===== src/rtl/drum_mul_arbiter_if.sv =====
// Bundle of request, multiplier and result signals around the shared DRUM multiplier.
// master = requesters/multiplier/downstream side, slave = the arbiter.
interface drum_mul_arbiter_if #(
    parameter int NUM_REQ = 4,
    parameter int WIDTH   = 16,
    parameter int IDW     = 2
);
    logic [NUM_REQ-1:0]       req_valid;
    logic [NUM_REQ-1:0]       req_ready;
    logic [NUM_REQ*WIDTH-1:0] req_a;
    logic [NUM_REQ*WIDTH-1:0] req_b;
    logic [WIDTH-1:0]         mul_a;
    logic [WIDTH-1:0]         mul_b;
    logic [2*WIDTH-1:0]       mul_r;
    logic                     out_valid;
    logic                     out_ready;
    logic [2*WIDTH-1:0]       out_r;
    logic [IDW-1:0]           out_id;

    modport master (
        output req_valid, req_a, req_b, mul_r, out_ready,
        input  req_ready, mul_a, mul_b, out_valid, out_r, out_id
    );

    modport slave (
        input  req_valid, req_a, req_b, mul_r, out_ready,
        output req_ready, mul_a, mul_b, out_valid, out_r, out_id
    );
endinterface


===== src/rtl/drum_mul_arbiter.sv =====
// Round-robin arbiter sharing one external combinational multiplier between NUM_REQ
// requesters, with an operand stage (S1) and a result stage (S2), results tagged by ID.
module drum_mul_arbiter #(
    parameter int NUM_REQ = 4,
    parameter int WIDTH   = 16,
    parameter int IDW     = 2
) (
    input  logic              clk,
    input  logic              rst,
    drum_mul_arbiter_if.slave bus
);
    logic [WIDTH-1:0]   req_a_arr [NUM_REQ];
    logic [WIDTH-1:0]   req_b_arr [NUM_REQ];
    logic [NUM_REQ-1:0] ready_vec;

    logic               s1_valid_reg;
    logic [WIDTH-1:0]   s1_a_reg;
    logic [WIDTH-1:0]   s1_b_reg;
    logic [IDW-1:0]     s1_id_reg;
    logic               s2_valid_reg;
    logic [2*WIDTH-1:0] s2_r_reg;
    logic [IDW-1:0]     s2_id_reg;
    logic [IDW-1:0]     ptr_reg;
    logic [IDW-1:0]     ptr_next;

    logic               s2_free;
    logic               s1_adv;
    logic               s1_free;
    logic               grant_valid;
    logic [IDW-1:0]     grant_id;

    genvar gi;
    generate
        for (gi = 0; gi < NUM_REQ; gi++) begin : g_req
            assign req_a_arr[gi] = bus.req_a[gi*WIDTH +: WIDTH];
            assign req_b_arr[gi] = bus.req_b[gi*WIDTH +: WIDTH];
            assign ready_vec[gi] = grant_valid && (grant_id == IDW'(gi));
        end
    endgenerate

    assign s2_free = !s2_valid_reg || bus.out_ready;
    assign s1_adv  = s1_valid_reg && s2_free;
    assign s1_free = !s1_valid_reg || s1_adv;

    // Scan from the highest offset down so the last hit is the nearest valid at/after ptr.
    always_comb begin : p_arb
        logic [IDW:0] idx;
        grant_valid = 1'b0;
        grant_id    = '0;
        idx         = '0;
        if (s1_free) begin
            for (int k = NUM_REQ - 1; k >= 0; k--) begin
                idx = {1'b0, ptr_reg} + (IDW+1)'(k);
                if (idx >= (IDW+1)'(NUM_REQ)) begin
                    idx = idx - (IDW+1)'(NUM_REQ);
                end
                if (bus.req_valid[idx[IDW-1:0]]) begin
                    grant_valid = 1'b1;
                    grant_id    = idx[IDW-1:0];
                end
            end
        end
    end

    assign ptr_next = (grant_id == IDW'(NUM_REQ - 1)) ? '0 : grant_id + 1'b1;

    always_ff @(posedge clk or posedge rst) begin
        if (rst) begin
            s1_valid_reg <= 1'b0;
            s1_a_reg     <= '0;
            s1_b_reg     <= '0;
            s1_id_reg    <= '0;
            s2_valid_reg <= 1'b0;
            s2_r_reg     <= '0;
            s2_id_reg    <= '0;
            ptr_reg      <= '0;
        end else begin
            if (s1_adv) begin
                s2_r_reg     <= bus.mul_r;
                s2_id_reg    <= s1_id_reg;
                s2_valid_reg <= 1'b1;
            end else if (bus.out_ready) begin
                s2_valid_reg <= 1'b0;
            end
            s1_valid_reg <= grant_valid || (s1_valid_reg && !s1_adv);
            if (grant_valid) begin
                s1_a_reg  <= req_a_arr[grant_id];
                s1_b_reg  <= req_b_arr[grant_id];
                s1_id_reg <= grant_id;
                ptr_reg   <= ptr_next;
            end
        end
    end

    assign bus.req_ready = ready_vec;
    assign bus.mul_a     = s1_a_reg;
    assign bus.mul_b     = s1_b_reg;
    assign bus.out_valid = s2_valid_reg;
    assign bus.out_r     = s2_r_reg;
    assign bus.out_id    = s2_id_reg;
endmodule


===== src/flat_wrapper.sv =====
// flat-port wrapper written by rule: the top's interface ports become plain ports
module drum_mul_arbiter_flat 
#(
    parameter int NUM_REQ = 4,
    parameter int WIDTH   = 16,
    parameter int IDW     = 2
)
  (clk, rst, bus_req_valid, bus_req_a, bus_req_b, bus_mul_r, bus_out_ready, bus_req_ready, bus_mul_a, bus_mul_b, bus_out_valid, bus_out_r, bus_out_id);
  drum_mul_arbiter_if #(.NUM_REQ(NUM_REQ), .WIDTH(WIDTH), .IDW(IDW)) bus_i ();
  input  logic clk;
  input  logic rst;
  input wire logic [$bits(bus_i.req_valid)-1:0] bus_req_valid;
  input wire logic [$bits(bus_i.req_a)-1:0] bus_req_a;
  input wire logic [$bits(bus_i.req_b)-1:0] bus_req_b;
  input wire logic [$bits(bus_i.mul_r)-1:0] bus_mul_r;
  input wire logic [$bits(bus_i.out_ready)-1:0] bus_out_ready;
  output wire logic [$bits(bus_i.req_ready)-1:0] bus_req_ready;
  output wire logic [$bits(bus_i.mul_a)-1:0] bus_mul_a;
  output wire logic [$bits(bus_i.mul_b)-1:0] bus_mul_b;
  output wire logic [$bits(bus_i.out_valid)-1:0] bus_out_valid;
  output wire logic [$bits(bus_i.out_r)-1:0] bus_out_r;
  output wire logic [$bits(bus_i.out_id)-1:0] bus_out_id;
  assign bus_i.req_valid = bus_req_valid;
  assign bus_i.req_a = bus_req_a;
  assign bus_i.req_b = bus_req_b;
  assign bus_i.mul_r = bus_mul_r;
  assign bus_i.out_ready = bus_out_ready;
  assign bus_req_ready = bus_i.req_ready;
  assign bus_mul_a = bus_i.mul_a;
  assign bus_mul_b = bus_i.mul_b;
  assign bus_out_valid = bus_i.out_valid;
  assign bus_out_r = bus_i.out_r;
  assign bus_out_id = bus_i.out_id;
  drum_mul_arbiter #(.NUM_REQ(NUM_REQ), .WIDTH(WIDTH), .IDW(IDW)) u_core (.clk(clk), .rst(rst), .bus(bus_i));
endmodule

===== config.mk =====
export PLATFORM = sky130hd
export DESIGN_NAME = drum_mul_arbiter_flat
export DESIGN_NICKNAME = d
export VERILOG_FILES = /design/src/rtl/drum_mul_arbiter_if.sv /design/src/rtl/drum_mul_arbiter.sv /design/src/flat_wrapper.sv
export SDC_FILE = /design/constraint.sdc
export NUM_CORES = 1
export LEC_CHECK = 0
export CAP_MARGIN = 20
export CORE_ASPECT_RATIO = 1.25
export CORE_MARGIN = 3
export CORE_UTILIZATION = 38
export DETAILED_ROUTE_END_ITERATION = 16
export PLACE_DENSITY = 0.79
export SETUP_SLACK_MARGIN = 0.15
export SLEW_MARGIN = 20
export SYNTH_ARGS = -nofsm -noshare
export SYNTH_HDL_FRONTEND = slang
export SYNTH_SLANG_ARGS = --single-unit

===== constraint.sdc =====
create_clock -name clk -period 3 [get_ports clk]
set_clock_uncertainty 0.15 [all_clocks]
set_input_delay 0.45 -clock clk [delete_from_list [all_inputs] [get_ports clk]]
set_output_delay 0.45 -clock clk [all_outputs]
set_load 0.1 [all_outputs]

==> impl_metrics.json <==
{
  "status": "finished clean",
  "syn_area_mm2": 0.00386,
  "seqPwrFrac_pct": 24.6,
  "syn_nets": 519,
  "cts_tree": "done",
  "pin_count": 238,
  "wl_per_cell_um": 19.9,
  "drv_cap": 0,
  "pwr-share-clk_pct": 19.9,
  "cts.sinks": 72,
  "place.gp.congestion": 0.802,
  "path_clk_slew_ns": 0.06,
  "required_ns": 2.40,
  "synth_top_area_share_pct": 46.6,
  "r2r_cells": 8,
  "synth.most_common_cell": "dfrtp_1",
  "layout-drive-gt1-share_pct": 27.3,
  "area_delta_synth_final_pct": 70.6,
  "gr-usage-all-layers_pct": 23.9,
  "cts_hold_buf": 0,
  "grt_pass1_wl_mm": 20.9,
  "synth_seq_cells": 72,
  "synth_area_leader_cell": "dfrtp_1",
  "r2r_end": "u_core.bus.mul_a[8]",
  "first_iter_violations": 278,
  "portBuffers": 237,
  "cts_max_path_buffers": 2,
  "drt_pass1_iterations": 4,
  "worst-slew-pin-transition_ns": 0.673,
  "fin_nets": 745,
  "ys_types": 37,
  "internal_power_mw": 2.69,
  "hold_viol": 0,
  "avgSynthCellArea_um2": 11.0,
  "cts_buffers": 9,
  "vias": 4005,
  "ff2ff_setup_slack_ns": 0.68,
  "ant_nets": 0,
  "remaining_drc_errors": 0,
  "htree_levels": 3,
  "synthArstFlopShare_pct": 100,
  "dieWidth_um": 96.2,
  "start_util_pct": 39.6,
  "rows": 40,
  "die_area_mm2": 0.0114,
  "leakagePower_nw": 2.89,
  "fillers": 773,
  "drt-vias-per-instance": 5.66,
  "netSwitchingFraction_pct": 50.0,
  "tns_ns": 0,
  "max_freq_mhz": 354,
  "drt-total-wl_mm": 14.1,
  "critPathKind": "in -> out",
  "antenna-diode-count": 0,
  "synthTopCellsByArea": "dfrtp_1 (47%), mux2_2 (9.9%), a32o_1 (8.0%)",
  "ys_warn_count": 0,
  "relSlewSlack_pct": 55.1,
  "power_density_mw_per_mm2": 816,
  "combPwrFrac_pct": 55.5,
  "finalCriticalPeriod_ns": 2.82,
  "hp-class": "in -> async",
  "peakVddDrop_mv": 0.444,
  "slew_viol_final": 0,
  "post_cts_resize_count": 0,
  "die_h_um": 119,
  "arrival_ns": 2.22,
  "rsz0062_at_grt": "yes",
  "largest_reg_flops": 32,
  "cts_root_buf": "clkbuf_16",
  "cp_max_fo": 4,
  "synth_common_cells": "dfrtp_1 (72), mux2_2 (34), a21oi_1 (32)",
  "switchingPower_mw": 2.69,
  "grt.overflow.total": 0,
  "grt_max_degree": 41,
  "r2r-start": "u_core.ptr_reg[1]",
  "fin_area_mm2": 0.00659,
  "dp_hpwl_mm": 10.6,
  "core_area_mm2": 0.00976,
  "setup_viol": 0,
  "yosysSeqAreaShare_pct": 46.6,
  "synth_edf_count": 0,
  "synth_ff_type": "dfrtp_1",
  "cp-start-kind": "input pin",
  "post-route-period-util_pct": 94.2,
  "post_cts_buffers": 0,
  "cp-end-kind": "output pin",
  "clock_latency_ns": 0.33,
  "placed_area_mm2": 0.00627,
  "syn_inst": 351,
  "grt_pass1_vias": 4220,
  "antenna_found_initial": 0
}
==> worst max path at each step <==
stage,startpoint,endpoint,slack [ns]
floorplan,bus_req_valid[1],bus_req_ready[0],0.25
global route,bus_req_valid[0],bus_req_ready[0],0.12
CTS,bus_req_valid[2],bus_req_ready[0],0.15
finish,bus_req_valid[0],bus_req_ready[0],0.18
detailed placement,bus_req_valid[0],u_core.bus.mul_b[15],0.14
global placement,bus_req_valid[0],bus_req_ready[2],0.20
==> power groups by stage <==
stage | Clock, mW | Combinational (mW) | Sequential (mW)
after detailed placement | 0 | 2.99 | 1.34
after CTS | 1.10 | 2.99 | 1.32
after global placement | 0 | 2.96 | 1.33
after floorplan | 0 | 0.694 | 2.80
final | 1.07 | 2.99 | 1.32
after global routing | 1.15 | 3.10 | 1.34
==> final cells by class <==
class                      instances  area [um2]  share of cell area, %
multi-input combinational        235        1890                   28.7
tap                              126         158                   2.39
clock buffer                      10         239                   3.62
sequential                        72        1800                   27.3
inverter                           3        12.5                  0.190
timing repair buffer             256        2420                   36.7
clock inverter                     6        67.6                   1.02
==> routing by layer <==
| layer | global-route usage, % | routed length, um |
|---|---|---|
| met1 | 24.6 | 4860 |
| met2 | 42.2 | 7010 |
| met3 | 9.17 | 1840 |
| met4 | 9.88 | 391 |
| met5 | 0 | 0 |
==> kinds of logic (layout without fill, tap and decap cells) <==
logic type / after synthesis / after routing / share of synthesized area, %
AOI/OAI and AO/OA: 131 / 131 / 26.5
DFF: 72 / 72 / 46.6
and+or+nand+nor: 67 / 67 / 10.5
buffers and inverters: 44 / 275 / 5.63
muxes: 36 / 36 / 10.4
adders and majority gates: 1 / 1 / 0.324
==> worst max-delay path: stages <==
cell	delay [ns]
clkdlybuf4s50_1	0.46
or4_4	0.55
nand2_2	0.12
nor4_4	0.05
inv_1	0.08
ha_1	0.15
and3_2	0.19
buf_12	0.17
==> stage by stage <==
| stage | hold WS [ns] | worst slack, ns | std cells | power (mW) | util (%) |
|---|---|---|---|---|---|
| finish | 0.325 | 0.175 | 708 | 5.38 | 67.6 |
| global route | 0.355 | 0.125 | 708 | 5.59 | 67.6 |
| CTS | 0.330 | 0.153 | 708 | 5.41 | 67.4 |
| detailed placement | 0.316 | 0.135 | 692 | 4.33 | 64.2 |
| global placement | 0.308 | 0.196 | 692 | 4.29 | 64.2 |
| floorplan | 0.293 | 0.253 | 351 | 3.49 | - |
==> placed cells by master (no fill, tap or decap), drive strengths merged, types with 8 or more instances in the layout <==
master and count:
o31ai 31, clkbuf 10, mux2 34, dfrtp 72
a32o 31, a211o 31, nand2 10, buf 90
a21oi 33, clkdlybuf4s50 165, nand4 31, nor2 8
No activity file was read; power rests on OpenSTA's default activity.
